### config.mk
export PLATFORM = sky130hd
export DESIGN_NAME = clk_div_bank
export DESIGN_NICKNAME = d
export VERILOG_FILES = /design/src/rtl/clk_div_pkg.sv /design/src/rtl/clk_div_channel.sv /design/src/rtl/clk_div_bank.sv
export SDC_FILE = /design/constraint.sdc
export NUM_CORES = 1
export LEC_CHECK = 0
export CORE_ASPECT_RATIO = 0.5
export CORE_MARGIN = 2
export CORE_UTILIZATION = 40
export DETAILED_ROUTE_END_ITERATION = 10
export PLACE_DENSITY = 0.58
export SETUP_SLACK_MARGIN = 0.2
export SLEW_MARGIN = 15
export SYNTH_ARGS = -nofsm -noshare
export SYNTH_HDL_FRONTEND = slang
export SYNTH_SLANG_ARGS = --single-unit
### constraint.sdc
create_clock -name clk -period 4.6 [get_ports clk]
set_input_delay 0.46 -clock clk [delete_from_list [all_inputs] [get_ports clk]]
set_output_delay 0.46 -clock clk [all_outputs]
set_load 0.01 [all_outputs]
### src/rtl/clk_div_pkg.sv
// Shared types for the clock divider bank: divider mode and per-channel configuration record.
package clk_div_pkg;

  localparam int MAX_DIV_W = 16;

  typedef enum logic {
    MODE_POW2   = 1'b0,
    MODE_LINEAR = 1'b1
  } mode_e;

  typedef struct packed {
    logic [MAX_DIV_W-1:0] div;
    mode_e                mode;
  } cfg_t;

endpackage

### src/rtl/clk_div_channel.sv
// One divider channel: counter, tick/square outputs, glitch-free config handover.
// Square output exists only when CLK_DIV_SQUARE_EN is defined.
module clk_div_channel
  import clk_div_pkg::*;
#(
  parameter int DIV_W = 8
) (
  input  logic clk,
  input  logic rst,
  input  logic en,
  input  logic wr,
  input  cfg_t wr_cfg,
  output logic tick_out,
  output logic sq_out,
  output logic pending
);

  localparam int EXP_W = $clog2(DIV_W);
  localparam int TW    = MAX_DIV_W + 1;

  logic [DIV_W-1:0] cnt;
  cfg_t             act_cfg;
  cfg_t             pend_cfg;
  logic [EXP_W-1:0] exp_raw;
  logic [EXP_W-1:0] exp_mod;
  logic [TW-1:0]    term;
  logic             tc;

  // term = P-1; the POW2 exponent is the low bits of div folded back below DIV_W
  always_comb begin
    exp_raw = act_cfg.div[EXP_W-1:0];
    exp_mod = (int'(exp_raw) >= DIV_W) ? exp_raw - EXP_W'(DIV_W) : exp_raw;
    if (act_cfg.mode == MODE_POW2) term = (TW'(1) << exp_mod) - TW'(1);
    else                           term = TW'(act_cfg.div);
    tc = (TW'(cnt) == term);
  end

`ifdef CLK_DIV_SQUARE_EN
  logic [TW-1:0] half;
  logic          sq_next;

  always_comb begin
    half    = (term + TW'(1)) >> 1;
    sq_next = (TW'(cnt) < half);
  end

  always_ff @(posedge clk) begin
    if (rst) sq_out <= 1'b0;
    else     sq_out <= en & sq_next;
  end
`else
  assign sq_out = 1'b0;
`endif

  always_ff @(posedge clk) begin
    if (rst) begin
      cnt      <= '0;
      act_cfg  <= '0;
      pend_cfg <= '0;
      pending  <= 1'b0;
      tick_out <= 1'b0;
    end else begin
      tick_out <= en & tc;
      if (!en) begin
        // idle: older pending config lands now, a fresh write queues behind it
        cnt <= '0;
        if (pending) act_cfg <= pend_cfg;
        if (wr) pend_cfg <= wr_cfg;
        pending <= wr;
      end else if (tc) begin
        cnt <= '0;
        if (wr) begin
          act_cfg <= wr_cfg;
          pending <= 1'b0;
        end else if (pending) begin
          act_cfg <= pend_cfg;
          pending <= 1'b0;
        end
      end else begin
        cnt <= cnt + 1'b1;
        if (wr) begin
          pend_cfg <= wr_cfg;
          pending  <= 1'b1;
        end
      end
    end
  end

endmodule

### src/rtl/clk_div_bank.sv
// Bank of NUM_CH independent clock dividers with a shared write port.
// Define CLK_DIV_SQUARE_EN to generate sq_out; otherwise sq_out is tied low.
module clk_div_bank
  import clk_div_pkg::*;
#(
  parameter int NUM_CH = 4,
  parameter int DIV_W  = 8
) (
  input  logic                                       clk,
  input  logic                                       rst,
  input  logic                                       wr,
  input  logic [(NUM_CH > 1 ? $clog2(NUM_CH) : 1)-1:0] wr_ch,
  input  logic                                       wr_mode,
  input  logic [DIV_W-1:0]                           wr_div,
  input  logic [NUM_CH-1:0]                          en,
  output logic [NUM_CH-1:0]                          tick_out,
  output logic [NUM_CH-1:0]                          sq_out,
  output logic [NUM_CH-1:0]                          pending
);

  localparam int CH_W = (NUM_CH > 1) ? $clog2(NUM_CH) : 1;

  cfg_t wr_cfg;

  always_comb begin
    wr_cfg      = '0;
    wr_cfg.div  = MAX_DIV_W'(wr_div);
    wr_cfg.mode = mode_e'(wr_mode);
  end

  // an out-of-range wr_ch matches no instance index, so such writes vanish
  for (genvar i = 0; i < NUM_CH; i++) begin : g_ch
    clk_div_channel #(
      .DIV_W(DIV_W)
    ) u_ch (
      .clk     (clk),
      .rst     (rst),
      .en      (en[i]),
      .wr      (wr && (wr_ch == CH_W'(i))),
      .wr_cfg  (wr_cfg),
      .tick_out(tick_out[i]),
      .sq_out  (sq_out[i]),
      .pending (pending[i])
    );
  end

endmodule

==> results_dict.tcl <==
set metrics [dict create \
    row_count 35 \
    hold_slack_ps 444.2 \
    post-route-drc-count 0 \
    fillerInstances 1747 \
    num_vias 5471 \
    dp_hpwl_um 10670 \
    core_area_mm2 0.01826 \
    ys_seq_area_share_pct 39.00 \
    synth.top_cell.area_share_pct 39.00 \
    dieArea_mm2 0.01965 \
    end_kind "register" \
    num_io_pins 30 \
    drtAntennaViolNets 0 \
    synth_area_per_cell_um2 8.993 \
    synthFlopType "dfxtp_1" \
    synth_most_common_cell "dfxtp_1" \
    clk_pin_slew_worst_paths_ps 70 \
    slew_headroom_pct 19.70 \
    clock_sinks 144 \
    grt_use_total_pct 17.17 \
    start_kind "register" \
    gp_congestion 0.7815 \
    synth-seq-cells 144 \
    die_w_um 196.3 \
    routedWlPerCell_um 15.60 \
    slew_violations 0 \
    fin_setup_tns_ps 0 \
    numCtsBuffers 17 \
    worstSetupPathType "reg2reg" \
    post_cts_buffers 0 \
    cap_violations 0 \
    rsz0062_at_grt "false" \
    hold_viol 0 \
    hp-class "reg2reg" \
    diodes 0 \
    avgViaCountPerCell 5.201 \
    synth_edf_count 0 \
    drive_gt1_share_pct 5.296 \
    multi_input_area_mm2 0.004118 \
    gr-total-overflow 0 \
    synth_warnings 0 \
    drt-total-wl_um 16410 \
    synth_area_mm2 0.007392 \
    fin_skew_ps 9.926 \
    cts_resized 0 \
    path_max_fanout 14 \
    clk-insertion-delay-late_ps 420 \
    status "finished clean" \
    p_leak_nw 3.060 \
    fin_crit_sh_pct 60.74 \
    cp.required_ps 4940 \
    hold_buffers 0 \
    synthArstFlopShare_pct 0 \
    setup_viol 0 \
    synth_area_leaders "dfxtp_1 39%, mux2i_1 13%, nand2b_1 9.2%" \
    grt_max_degree 110 \
    worstMarginPinSlew_ps 1202 \
    start_util_pct 40.48 \
    regArea_mm2 0.002883 \
    fin_nets 822 \
    period_minus_slack_ps 2794 \
    cts_root_buf "clkbuf_16" \
    fp.dieH_um 100.1 \
    synthTopCellsByCount "144 x dfxtp_1, 109 x nand2b_1, 99 x mux2i_1, 56 x nor2_1, 54 x a21oi_1" \
    synth_top_area_cell "dfxtp_1" \
    p_per_area_mw_per_mm2 386.8 \
    arrival_ps 3140 \
    cts_tree "done" \
    drt_first_pass_iters 6 \
    first_global_vias 5089 \
    irDropWorstVdd_v 0.0002522 \
    grt_pass1_wl_um 26830 \
    cts-htree-levels 4 \
    max_freq_ghz 0.3579 \
    syn_to_final_growth_pct 11.54 \
    cts_max_path_buffers 2 \
    antenna_found_initial 0 \
    synth.distinct_cells 62 \
    syn_inst 822 \
    port_buffers 25 \
    drt-initial-drc-count 274 \
]
-- placed cells by master, fill, tap and decap left out, drive strengths merged, types with 21 or more instances in the layout --
cell,n
nand3,23
xor2,25
o21ai,22
xnor2,21
nand2,28
nor2,56
dfxtp,144
nor3,32
nand2b,109
a21oi,54
mux2i,99
clkdlybuf4s50,24
a211o,28
-- layer usage --
layer | GRT usage [%] | vias to the layer above | routed length [um] | share of wire [%]
met5 | 0 | - | 0 | 0
met4 | 6.352 | 0 | 277 | 1.7
met3 | 2.688 | 20 | 384 | 2.3
met2 | 26.66 | 62 | 7148 | 44
met1 | 24.23 | 2581 | 8604 | 52
li1 | - | 2808 | - | -
-- cells by family after synthesis --
kind of cell	synth area share, %
AO/OA/AOI/OAI	12.44
other	0.05073
flip-flops	39.00
AND/OR/NAND/NOR	22.11
adder cells (fa/ha/maj)	0.6771
multiplexers	14.78
XOR/XNOR	5.450
buffers and inverters	5.501
-- report_power, final --
part,internal [mW],switching (mW)
clock network,0.921,0.555
logic,0.161,0.208
registers,1.29,0.0553
-- layout make-up --
class | count | share of cell area (%)
multi-input combinational | 599 | 49.94
sequential | 144 | 34.96
clock buffer | 18 | 5.326
tap | 240 | 3.642
timing repair buffer | 28 | 3.429
clock inverter | 13 | 2.246
inverter | 10 | 0.4552
-- registers in the layout (all words and copies together), names as in the netlist --
name and cells:
g_ch.u_ch.act_cfg 68, g_ch.u_ch.pend_cfg 36, g_ch.u_ch.pending 4, g_ch.u_ch.cnt 32, g_ch.u_ch.tick_out 4
-- critical path, cell delays in order (launching register included) --
cell and delay (ps):
dfxtp_1 570, nand2b_1 200, o21ai_0 100, xor2_1 150, a2111o_1 470, o31ai_2 950
mux2i_1 270
-- metrics by stage --
| stage | setup WS [ps] | utilization (%) | total power [mW] | cells | area [um2] |
|---|---|---|---|---|---|
| after floorplan | 2585 | - | 1.656 | 825 | 7403 |
| after global placement | 1866 | 41.71 | 1.734 | 1021 | 7617 |
| after detailed placement | 1795 | 41.71 | 1.740 | 1021 | 7617 |
| after CTS | 1797 | 45.13 | 3.223 | 1052 | 8242 |
| after global routing | 1593 | 45.15 | 3.312 | 1052 | 8245 |
| final | 1806 | 45.15 | 3.190 | 1052 | 8245 |
-- final timing paths --
kind / to / slack [ps] / cells after the start / start
max: g_ch[2].u_ch.pend_cfg[7] / 1810 / 6 / g_ch[2].u_ch.act_cfg[0]
min: g_ch[2].u_ch.act_cfg[9] / 440 / 2 / g_ch[2].u_ch.act_cfg[9]
max reg2reg: g_ch[2].u_ch.pend_cfg[7] / 1810 / 6 / g_ch[2].u_ch.act_cfg[0]
min reg2reg: g_ch[2].u_ch.act_cfg[9] / 440 / 2 / g_ch[2].u_ch.act_cfg[9]
Note: power is estimated with default switching activity, not from simulation.
